`src/rtl/nrf_pkg.sv`:
```
// Shared opcodes, state encodings and the nRF24L01 power-on configuration table
// used by the TX sequencer and its byte issuer.
package nrf_pkg;

  localparam logic [7:0] W_REGISTER   = 8'h20;
  localparam logic [7:0] W_TX_PAYLOAD = 8'hA0;
  localparam logic [7:0] FLUSH_TX     = 8'hE1;
  localparam logic [7:0] NOP          = 8'hFF;

  localparam logic [7:0] STATUS_WR    = W_REGISTER | 8'h07;
  localparam logic [7:0] STATUS_CLR   = 8'h70;

  localparam int unsigned STAT_TX_DS  = 5;
  localparam int unsigned STAT_MAX_RT = 4;

  localparam int unsigned CFG_ENTRIES = 5;

  typedef enum logic [3:0] {
    ST_CFG,
    ST_PWRUP,
    ST_IDLE,
    ST_FLUSH,
    ST_LOAD,
    ST_CE_PULSE,
    ST_POLL,
    ST_CLEAR,
    ST_DONE
  } tx_state_e;

  typedef enum logic [2:0] {
    BI_IDLE,
    BI_LEAD,
    BI_ISSUE,
    BI_WAIT,
    BI_GAP
  } bi_state_e;

  // Returns {register address, value} for config-table entry idx.
  function automatic logic [15:0] cfg_entry(input logic [2:0] idx);
    case (idx)
      3'd0:    cfg_entry = {8'h00, 8'h0E};
      3'd1:    cfg_entry = {8'h01, 8'h00};
      3'd2:    cfg_entry = {8'h04, 8'h00};
      3'd3:    cfg_entry = {8'h05, 8'h4C};
      default: cfg_entry = {8'h06, 8'h06};
    endcase
  endfunction

endpackage

```
`src/rtl/nrf_byte_issuer.sv`:
```
// Issues one multi-byte SPI command: frames CSN, requests each byte from the
// caller by index, waits for each done and guarantees a 2-cycle CSN-low gap.
module nrf_byte_issuer
  import nrf_pkg::*;
#(
  parameter int unsigned LEN_W = 6
) (
  input  logic             clk_i,
  input  logic             rst_i,
  input  logic             cmd_go_i,
  input  logic [LEN_W-1:0] cmd_len_i,
  output logic [LEN_W-1:0] byte_idx_o,
  input  logic [7:0]       byte_i,
  output logic             cmd_done_o,
  output logic [7:0]       rdata_o,
  output logic             spi_start_o,
  output logic [7:0]       spi_data_o,
  input  logic             spi_done_i,
  input  logic [7:0]       spi_rdata_i,
  output logic             csn_hold_o
);

  bi_state_e        state_q, state_d;
  logic [LEN_W-1:0] idx_q, idx_d;
  logic [LEN_W-1:0] len_q, len_d;
  logic [7:0]       rdata_q, rdata_d;

  always_ff @(posedge clk_i or posedge rst_i) begin
    if (rst_i) begin
      state_q <= BI_IDLE;
      idx_q   <= '0;
      len_q   <= '0;
      rdata_q <= '0;
    end else begin
      state_q <= state_d;
      idx_q   <= idx_d;
      len_q   <= len_d;
      rdata_q <= rdata_d;
    end
  end

  always_comb begin
    state_d = state_q;
    idx_d   = idx_q;
    len_d   = len_q;
    rdata_d = rdata_q;
    case (state_q)
      BI_IDLE: begin
        if (cmd_go_i && (cmd_len_i != '0)) begin
          len_d   = cmd_len_i;
          idx_d   = '0;
          state_d = BI_LEAD;
        end
      end
      BI_LEAD:  state_d = BI_ISSUE;
      BI_ISSUE: state_d = BI_WAIT;
      BI_WAIT: begin
        // Done pulses outside WAIT are stray and deliberately dropped.
        if (spi_done_i) begin
          rdata_d = spi_rdata_i;
          if (idx_q == len_q - LEN_W'(1)) begin
            state_d = BI_GAP;
          end else begin
            idx_d   = idx_q + LEN_W'(1);
            state_d = BI_ISSUE;
          end
        end
      end
      BI_GAP:  state_d = BI_IDLE;
      default: state_d = BI_IDLE;
    endcase
  end

  assign byte_idx_o  = idx_q;
  assign rdata_o     = rdata_q;
  assign cmd_done_o  = (state_q == BI_GAP);
  assign spi_start_o = (state_q == BI_ISSUE);
  assign csn_hold_o  = (state_q == BI_LEAD) || (state_q == BI_ISSUE) || (state_q == BI_WAIT);
  assign spi_data_o  = ((state_q == BI_ISSUE) || (state_q == BI_WAIT)) ? byte_i : '0;

endmodule

```
`src/rtl/nrf_tx_sequencer.sv`:
```
// nRF24L01 transmit sequencer: configures the radio, then for each send flushes
// the TX FIFO, loads the payload, pulses CE, polls STATUS and clears it.
module nrf_tx_sequencer
  import nrf_pkg::*;
#(
  parameter int unsigned PAYLOAD_BYTES = 4,
  parameter int unsigned PWRUP_CYC     = 15000,
  parameter int unsigned CE_CYC        = 120,
  parameter int unsigned POLL_MAX      = 64
) (
  input  logic                       clk_10,
  input  logic                       rst,
  input  logic                       send,
  input  logic [8*PAYLOAD_BYTES-1:0] payload,
  output logic                       spi_start,
  output logic [7:0]                 spi_data,
  input  logic                       spi_done,
  input  logic [7:0]                 spi_rdata,
  output logic                       csn_hold,
  output logic                       ce,
  output logic                       ready,
  output logic                       tx_ok,
  output logic                       tx_fail
);

  localparam int unsigned LEN_W   = $clog2(PAYLOAD_BYTES + 2);
  localparam int unsigned CNT_MAX = (PWRUP_CYC > CE_CYC) ? PWRUP_CYC : CE_CYC;
  localparam int unsigned CNT_W   = $clog2(CNT_MAX + 1);
  localparam int unsigned POLL_W  = $clog2(POLL_MAX + 1);

  tx_state_e                  state_q, state_d;
  logic [2:0]                 cfg_q, cfg_d;
  logic [CNT_W-1:0]           cnt_q, cnt_d;
  logic [POLL_W-1:0]          poll_q, poll_d;
  logic                       ok_q, ok_d;
  logic                       sent_q, sent_d;
  logic [8*PAYLOAD_BYTES-1:0] payload_q, payload_d;

  logic                       cmd_go, cmd_done;
  logic [LEN_W-1:0]           cmd_len, byte_idx, pidx;
  logic [7:0]                 cmd_byte, rdata;
  logic [15:0]                cfg_word;
  logic [8*PAYLOAD_BYTES-1:0] pay_shift;

  nrf_byte_issuer #(.LEN_W(LEN_W)) u_issuer (
    .clk_i       (clk_10),
    .rst_i       (rst),
    .cmd_go_i    (cmd_go),
    .cmd_len_i   (cmd_len),
    .byte_idx_o  (byte_idx),
    .byte_i      (cmd_byte),
    .cmd_done_o  (cmd_done),
    .rdata_o     (rdata),
    .spi_start_o (spi_start),
    .spi_data_o  (spi_data),
    .spi_done_i  (spi_done),
    .spi_rdata_i (spi_rdata),
    .csn_hold_o  (csn_hold)
  );

  always_ff @(posedge clk_10 or posedge rst) begin
    if (rst) begin
      state_q   <= ST_CFG;
      cfg_q     <= '0;
      cnt_q     <= '0;
      poll_q    <= '0;
      ok_q      <= 1'b0;
      sent_q    <= 1'b0;
      payload_q <= '0;
    end else begin
      state_q   <= state_d;
      cfg_q     <= cfg_d;
      cnt_q     <= cnt_d;
      poll_q    <= poll_d;
      ok_q      <= ok_d;
      sent_q    <= sent_d;
      payload_q <= payload_d;
    end
  end

  // Byte source for the issuer, selected by current command and byte index.
  always_comb begin
    cmd_len   = '0;
    cmd_byte  = '0;
    cfg_word  = cfg_entry(cfg_q);
    pidx      = byte_idx - LEN_W'(1);
    pay_shift = payload_q >> {pidx, 3'b000};
    case (state_q)
      ST_CFG: begin
        cmd_len  = LEN_W'(2);
        cmd_byte = (byte_idx == '0) ? (W_REGISTER | cfg_word[15:8]) : cfg_word[7:0];
      end
      ST_FLUSH: begin
        cmd_len  = LEN_W'(1);
        cmd_byte = FLUSH_TX;
      end
      ST_LOAD: begin
        cmd_len  = LEN_W'(PAYLOAD_BYTES + 1);
        cmd_byte = (byte_idx == '0) ? W_TX_PAYLOAD : pay_shift[7:0];
      end
      ST_POLL: begin
        cmd_len  = LEN_W'(1);
        cmd_byte = NOP;
      end
      ST_CLEAR: begin
        cmd_len  = LEN_W'(2);
        cmd_byte = (byte_idx == '0) ? STATUS_WR : STATUS_CLR;
      end
      default: ;
    endcase
  end

  always_comb begin
    state_d   = state_q;
    cfg_d     = cfg_q;
    cnt_d     = cnt_q;
    poll_d    = poll_q;
    ok_d      = ok_q;
    sent_d    = sent_q;
    payload_d = payload_q;
    cmd_go    = 1'b0;

    // Each command state launches exactly one command per entry; sent_q
    // re-arms on completion so CFG entries and re-polls launch again.
    if ((state_q == ST_CFG) || (state_q == ST_FLUSH) || (state_q == ST_LOAD) ||
        (state_q == ST_POLL) || (state_q == ST_CLEAR)) begin
      if (!sent_q) begin
        cmd_go = 1'b1;
        sent_d = 1'b1;
      end else if (cmd_done) begin
        sent_d = 1'b0;
      end
    end

    case (state_q)
      ST_CFG: begin
        if (cmd_done) begin
          if (cfg_q == 3'(CFG_ENTRIES - 1)) begin
            cfg_d   = '0;
            cnt_d   = '0;
            state_d = ST_PWRUP;
          end else begin
            cfg_d = cfg_q + 3'd1;
          end
        end
      end
      ST_PWRUP: begin
        if (cnt_q == CNT_W'(PWRUP_CYC - 1)) begin
          cnt_d   = '0;
          state_d = ST_IDLE;
        end else begin
          cnt_d = cnt_q + CNT_W'(1);
        end
      end
      ST_IDLE: begin
        if (send) begin
          payload_d = payload;
          state_d   = ST_FLUSH;
        end
      end
      ST_FLUSH: if (cmd_done) state_d = ST_LOAD;
      ST_LOAD: begin
        if (cmd_done) begin
          cnt_d   = '0;
          state_d = ST_CE_PULSE;
        end
      end
      ST_CE_PULSE: begin
        if (cnt_q == CNT_W'(CE_CYC - 1)) begin
          cnt_d   = '0;
          poll_d  = '0;
          state_d = ST_POLL;
        end else begin
          cnt_d = cnt_q + CNT_W'(1);
        end
      end
      ST_POLL: begin
        if (cmd_done) begin
          if (rdata[STAT_TX_DS]) begin
            ok_d    = 1'b1;
            poll_d  = '0;
            state_d = ST_CLEAR;
          end else if (rdata[STAT_MAX_RT] || (poll_q == POLL_W'(POLL_MAX - 1))) begin
            ok_d    = 1'b0;
            poll_d  = '0;
            state_d = ST_CLEAR;
          end else begin
            poll_d = poll_q + POLL_W'(1);
          end
        end
      end
      ST_CLEAR: if (cmd_done) state_d = ST_DONE;
      ST_DONE:  state_d = ST_IDLE;
      default:  state_d = ST_CFG;
    endcase
  end

  assign ready   = (state_q == ST_IDLE);
  assign ce      = (state_q == ST_CE_PULSE);
  assign tx_ok   = (state_q == ST_DONE) && ok_q;
  assign tx_fail = (state_q == ST_DONE) && !ok_q;

endmodule

```
`config.mk`:
```
export PLATFORM = sky130hd
export DESIGN_NAME = nrf_tx_sequencer
export DESIGN_NICKNAME = d
export VERILOG_FILES = /design/src/rtl/nrf_pkg.sv /design/src/rtl/nrf_byte_issuer.sv /design/src/rtl/nrf_tx_sequencer.sv
export SDC_FILE = /design/constraint.sdc
export NUM_CORES = 1
export LEC_CHECK = 0
export CAP_MARGIN = 10
export CORE_ASPECT_RATIO = 0.9
export CORE_MARGIN = 4
export CORE_UTILIZATION = 45
export DETAILED_ROUTE_END_ITERATION = 12
export HOLD_SLACK_MARGIN = 0.03
export PLACE_DENSITY = 0.77
export SLEW_MARGIN = 10
export SYNTH_ARGS = -nofsm -noshare
export SYNTH_HDL_FRONTEND = slang
export SYNTH_SLANG_ARGS = --single-unit
```
`constraint.sdc`:
```
create_clock -name clk_10 -period 4.56 [get_ports clk_10]
set_input_delay 1.14 -clock clk_10 [delete_from_list [all_inputs] [get_ports clk_10]]
set_output_delay 1.14 -clock clk_10 [all_outputs]
set_load 0.03 [all_outputs]
```
==> metrics <==
final cell count without fillers between 500 and 600; count of yosys warnings during synthesis 0; type of the setup path with the least slack register to primary output; via count of the first global-routing pass ~3.2k; xor/xnor share of the synthesized area under 10%; final critical-path required period between 4 and 5 ns; critical path cell sequence or4b_2 > nor3_1 > nand2_1 > a31oi_1 > clkdlybuf4s50_1; number of rows in the core area 32; I/O pin total 58; clock-pin slew of the registers on the worst-case setup and hold paths approximately 0.080 ns; Synth-to-Final Area Change 20.7%; synthesized cell area roughly 4100 µm²; RSZ-0062 raised after global routing false; gr ovfl total 0; combinational cell fraction of total power approximately 51%; dominant combinational cell family by area after synthesis simple AND/OR/NAND/NOR gates; worst skew pair latency 0.36 ns; origin of the critical flop-to-flop path cnt_q[3]$_DFFE_PP0P_; number of storage elements in the synthesis netlist 73; internal power between 1.5 and 2 mW; CTS tree yes; fraction of power consumed by sequential logic between 30 and 40%; CP max FO 18; final layout net count 512; pin count of the biggest net entering global routing 33; antenna violations before repair 0; WL per Instance 16.3 µm; Max Transition Viols Final 0; clock share of power 17.1%; maximum number of buffers from clock root to sink 2; WP buf/inv 1; total DRC errors in the routed layout 0; placeable core area around 9000 µm²; count of vias placed by the detailed router about 3.3k; Arrival @ worst endpoint 3.04 ns; switching power of the nets about 1.3 mW; total track usage a little under a fifth; FFs w/ async S/R, synth between 90% and 100%; number of input and output port buffers inserted 51; Cell Count Post-Placement approximately 570; worst-margin pin slew slightly above 0.8 ns; worst voltage drop across the vdd grid 0.370 mV; total count of hold-check failures in the final report 0; maximum clock rate between 200 and 250 MHz; count of different cell masters after synthesis 57; buffer type at the clock tree root sky130_fd_sc_hd__clkbuf_8; multiplexer area fraction after synthesis 14.4%; synthesized-area fraction occupied by and/or/nand/nor cells around a fifth; number of cells produced by synthesis 407; total clock buffers created by CTS 9; most instantiated flip-flop cell in the synthesis netlist sky130_fd_sc_hd__dfrtp_1; die extent in y just under 100 µm; worst hold stages 1; worst-case setup margin in the final layout roughly 0.38 ns; type of element capturing the critical path primary output; result of the run complete, no violations; terminus of the critical flop-to-flop path state_q[2]$_DFFE_PP0P_; clock tree skew after final layout around 0.013 ns; overall routed net length ~9.5 mm; Hold Crit Start cnt_q[0]$_DFFE_PP0P_; post-placement setup slack 0.632 ns; number of setup violations in the final report 0; Max-Cap Viols 0; area fraction in compound gates after synthesis 12.6%; gpl congestion roughly 0.88; capture endpoint of the worst hold path cnt_q[0]$_DFFE_PP0P_; highest-delay cell along the critical path sky130_fd_sc_hd__clkdlybuf4s50_1; crit-path max cell delay 0.71 ns; First-pass DRT Iterations 4; Post-Syn Nets approximately 460; switching portion of total power ~40%; routed via count divided by cell count roughly 5.7; static power due to leakage 2.09 nW; startpoint types register; Tcrit/Tclk final 91.7%; path depth of the worst reg2reg path 6; Mapped Avg Cell Area between 10 and 15 µm²; Antenna Nets Post-Route 0; layout cell share with drive strength beyond 1 between 10% and 20%; Clock Sinks 73; H-tree levels 3; full die area 10,800 µm²; number of antenna diodes 0; Chip Width ~110 µm; final sum of negative setup slack 0 ns; tightest slew margin relative to the limit 44.7%; Detail Placement HPWL 6.91 mm; power density over the cells about 640 nW/µm²; Top delay family on crit path simple AND/OR/NAND/NOR gates; worst min-delay path class register to register; sequential fraction of the synthesis area between 40% and 50%; adder-cell share of the synthesized area between 3 and 4%; effective utilization at floorplan between 40% and 50%; required time of the critical path approximately 3.4 ns; setup slack on the worst flop-to-flop path 1.98 ns; number of synthesized flops with an enable pin 0; global-route wire length before repair 15.9 mm; drt initial violations around 130
[cell families (layout without fill, tap and decap cells)]
logic type | Yosys count | after routing
fa+ha+maj | 11 | 11
buf+inv | 36 | 91
simple gates | 155 | 155
compound gates | 78 | 78
mux | 45 | 45
flops | 73 | 73
xor+xnor | 9 | 9
[cell usage after synthesis (2+ instances only)]
cell,n,area (µm²)
sky130_fd_sc_hd__dfrtp_1,73,1830
sky130_fd_sc_hd__nand2_1,43,161
sky130_fd_sc_hd__mux2_2,37,417
sky130_fd_sc_hd__nor2_1,30,113
sky130_fd_sc_hd__a21oi_1,20,100
sky130_fd_sc_hd__inv_1,16,60.1
sky130_fd_sc_hd__nand3_1,15,75.1
sky130_fd_sc_hd__o21ai_0,15,75.1
sky130_fd_sc_hd__clkbuf_1,11,41.3
sky130_fd_sc_hd__ha_1,11,138
sky130_fd_sc_hd__nand2b_1,9,56.3
sky130_fd_sc_hd__mux4_2,8,180
sky130_fd_sc_hd__nor2b_1,8,50.1
sky130_fd_sc_hd__nor3_1,8,40.0
sky130_fd_sc_hd__a31oi_1,7,43.8
sky130_fd_sc_hd__a22o_1,6,52.6
sky130_fd_sc_hd__buf_1,6,22.5
sky130_fd_sc_hd__nand3b_1,5,37.5
sky130_fd_sc_hd__nand4_1,5,31.3
sky130_fd_sc_hd__o31ai_1,5,37.5
sky130_fd_sc_hd__xor2_1,5,43.8
sky130_fd_sc_hd__a21o_1,4,30.0
sky130_fd_sc_hd__a221oi_1,4,35.0
sky130_fd_sc_hd__and3_1,4,25.0
sky130_fd_sc_hd__or2_2,4,25.0
sky130_fd_sc_hd__and2_1,3,18.8
sky130_fd_sc_hd__buf_2,3,15.0
sky130_fd_sc_hd__nor4_1,3,18.8
sky130_fd_sc_hd__o21a_1,3,22.5
sky130_fd_sc_hd__or3_1,3,18.8
sky130_fd_sc_hd__xnor2_1,3,26.3
sky130_fd_sc_hd__a31o_2,2,17.5
sky130_fd_sc_hd__nor3b_1,2,15.0
sky130_fd_sc_hd__or4_1,2,15.0
sky130_fd_sc_hd__or4b_1,2,20.0
[worst register-to-register path, stage by stage, from the launching register on]
cell and delay, ns:
sky130_fd_sc_hd__dfrtp_1 0.45, sky130_fd_sc_hd__or4b_1 0.62, sky130_fd_sc_hd__nor4_1 0.40, sky130_fd_sc_hd__o22ai_1 0.11, sky130_fd_sc_hd__buf_4 0.23, sky130_fd_sc_hd__and3b_1 0.31
sky130_fd_sc_hd__mux2_2 0.35
[worst max path at each step]
stage             endpoint  depth (start not counted)  slack (ns)                                from
3_3_place_gp   spi_data[2]                          5        0.68              state_q[2]$_DFFE_PP0P_
4_1_cts        spi_data[6]                          6        0.23              state_q[2]$_DFFE_PP0P_
2_1_floorplan  spi_data[0]                          7        0.87  u_issuer.byte_idx_o[0]$_DFFE_PP0P_
3_5_place_dp   spi_data[6]                          6        0.63              state_q[2]$_DFFE_PP0P_
5_1_grt        spi_data[0]                          5        0.16              state_q[2]$_DFFE_PP0P_
6_report       spi_data[3]                          5        0.38              state_q[2]$_DFFE_PP0P_
[power by group through the flow]
| stage | clock [mW] | combinational, mW | sequential [mW] |
|---|---|---|---|
| after floorplan | 0 | 1.20 | 0.952 |
| after global placement | 0 | 1.57 | 1.02 |
| after detailed placement | 0 | 1.60 | 1.04 |
| after CTS | 0.554 | 1.61 | 1.03 |
| after global routing | 0.583 | 1.75 | 1.06 |
| final | 0.543 | 1.61 | 1.03 |
[per-layer routing]
metal / GRT usage (%) / share of wire (%)
met3: 4.65 / 6.1
met5: 0 / 0
met2: 27.9 / 47
met4: 6.41 / 1.2
met1: 26.7 / 46
[per-stage QoR]
step	utilization (%)	cell area, µm²	power [mW]	hold slack, ns
global route	56.9	4990	3.40	0.526
CTS	56.9	4990	3.19	0.505
global placement	54.5	4780	2.59	0.473
finish	56.9	4990	3.18	0.506
floorplan	-	4140	2.15	0.459
detailed placement	54.5	4780	2.64	0.478
[registers in the layout, indices dropped and copies added, names as in the netlist, 2 cells and up]
register / flops
poll_q: 7
u_issuer.rdata_o: 2
u_issuer.len_q: 3
u_issuer.state_q: 3
state_q: 4
cfg_q: 3
payload_q: 32
cnt_q: 14
u_issuer.byte_idx_o: 3
[cell type report]
type	count	area, µm²
inverter	16	60.1
fill	743	3780
clock buffer	11	151
tap	119	149
sequential	73	1830
clock inverter	5	62.6
timing repair buffer	59	571
multi-input combinational	298	2170
[what timing repair did]
action                                  in CTS  in global routing
gates resized for setup                      0                  1
endpoints found under the setup margin       0                  1
hold buffers                                 0                  0
buffers inserted                             0                  0
[placed cells by master, fill, tap and decap left out, types with 8 or more instances in the layout]
cell,netlist,routed
sky130_fd_sc_hd__clkdlybuf4s50_1,0,51
sky130_fd_sc_hd__nand2b_1,9,9
sky130_fd_sc_hd__nor2_1,30,30
sky130_fd_sc_hd__ha_1,11,11
sky130_fd_sc_hd__buf_4,0,8
sky130_fd_sc_hd__o21ai_0,15,15
sky130_fd_sc_hd__nor2b_1,8,8
sky130_fd_sc_hd__nor3_1,8,8
sky130_fd_sc_hd__mux2_2,37,37
sky130_fd_sc_hd__dfrtp_1,73,72
sky130_fd_sc_hd__a21oi_1,20,20
sky130_fd_sc_hd__mux4_2,8,8
sky130_fd_sc_hd__inv_1,16,15
sky130_fd_sc_hd__clkbuf_8,0,11
sky130_fd_sc_hd__nand2_1,43,43
sky130_fd_sc_hd__nand3_1,15,15
Power figures use the tool's default switching activity.
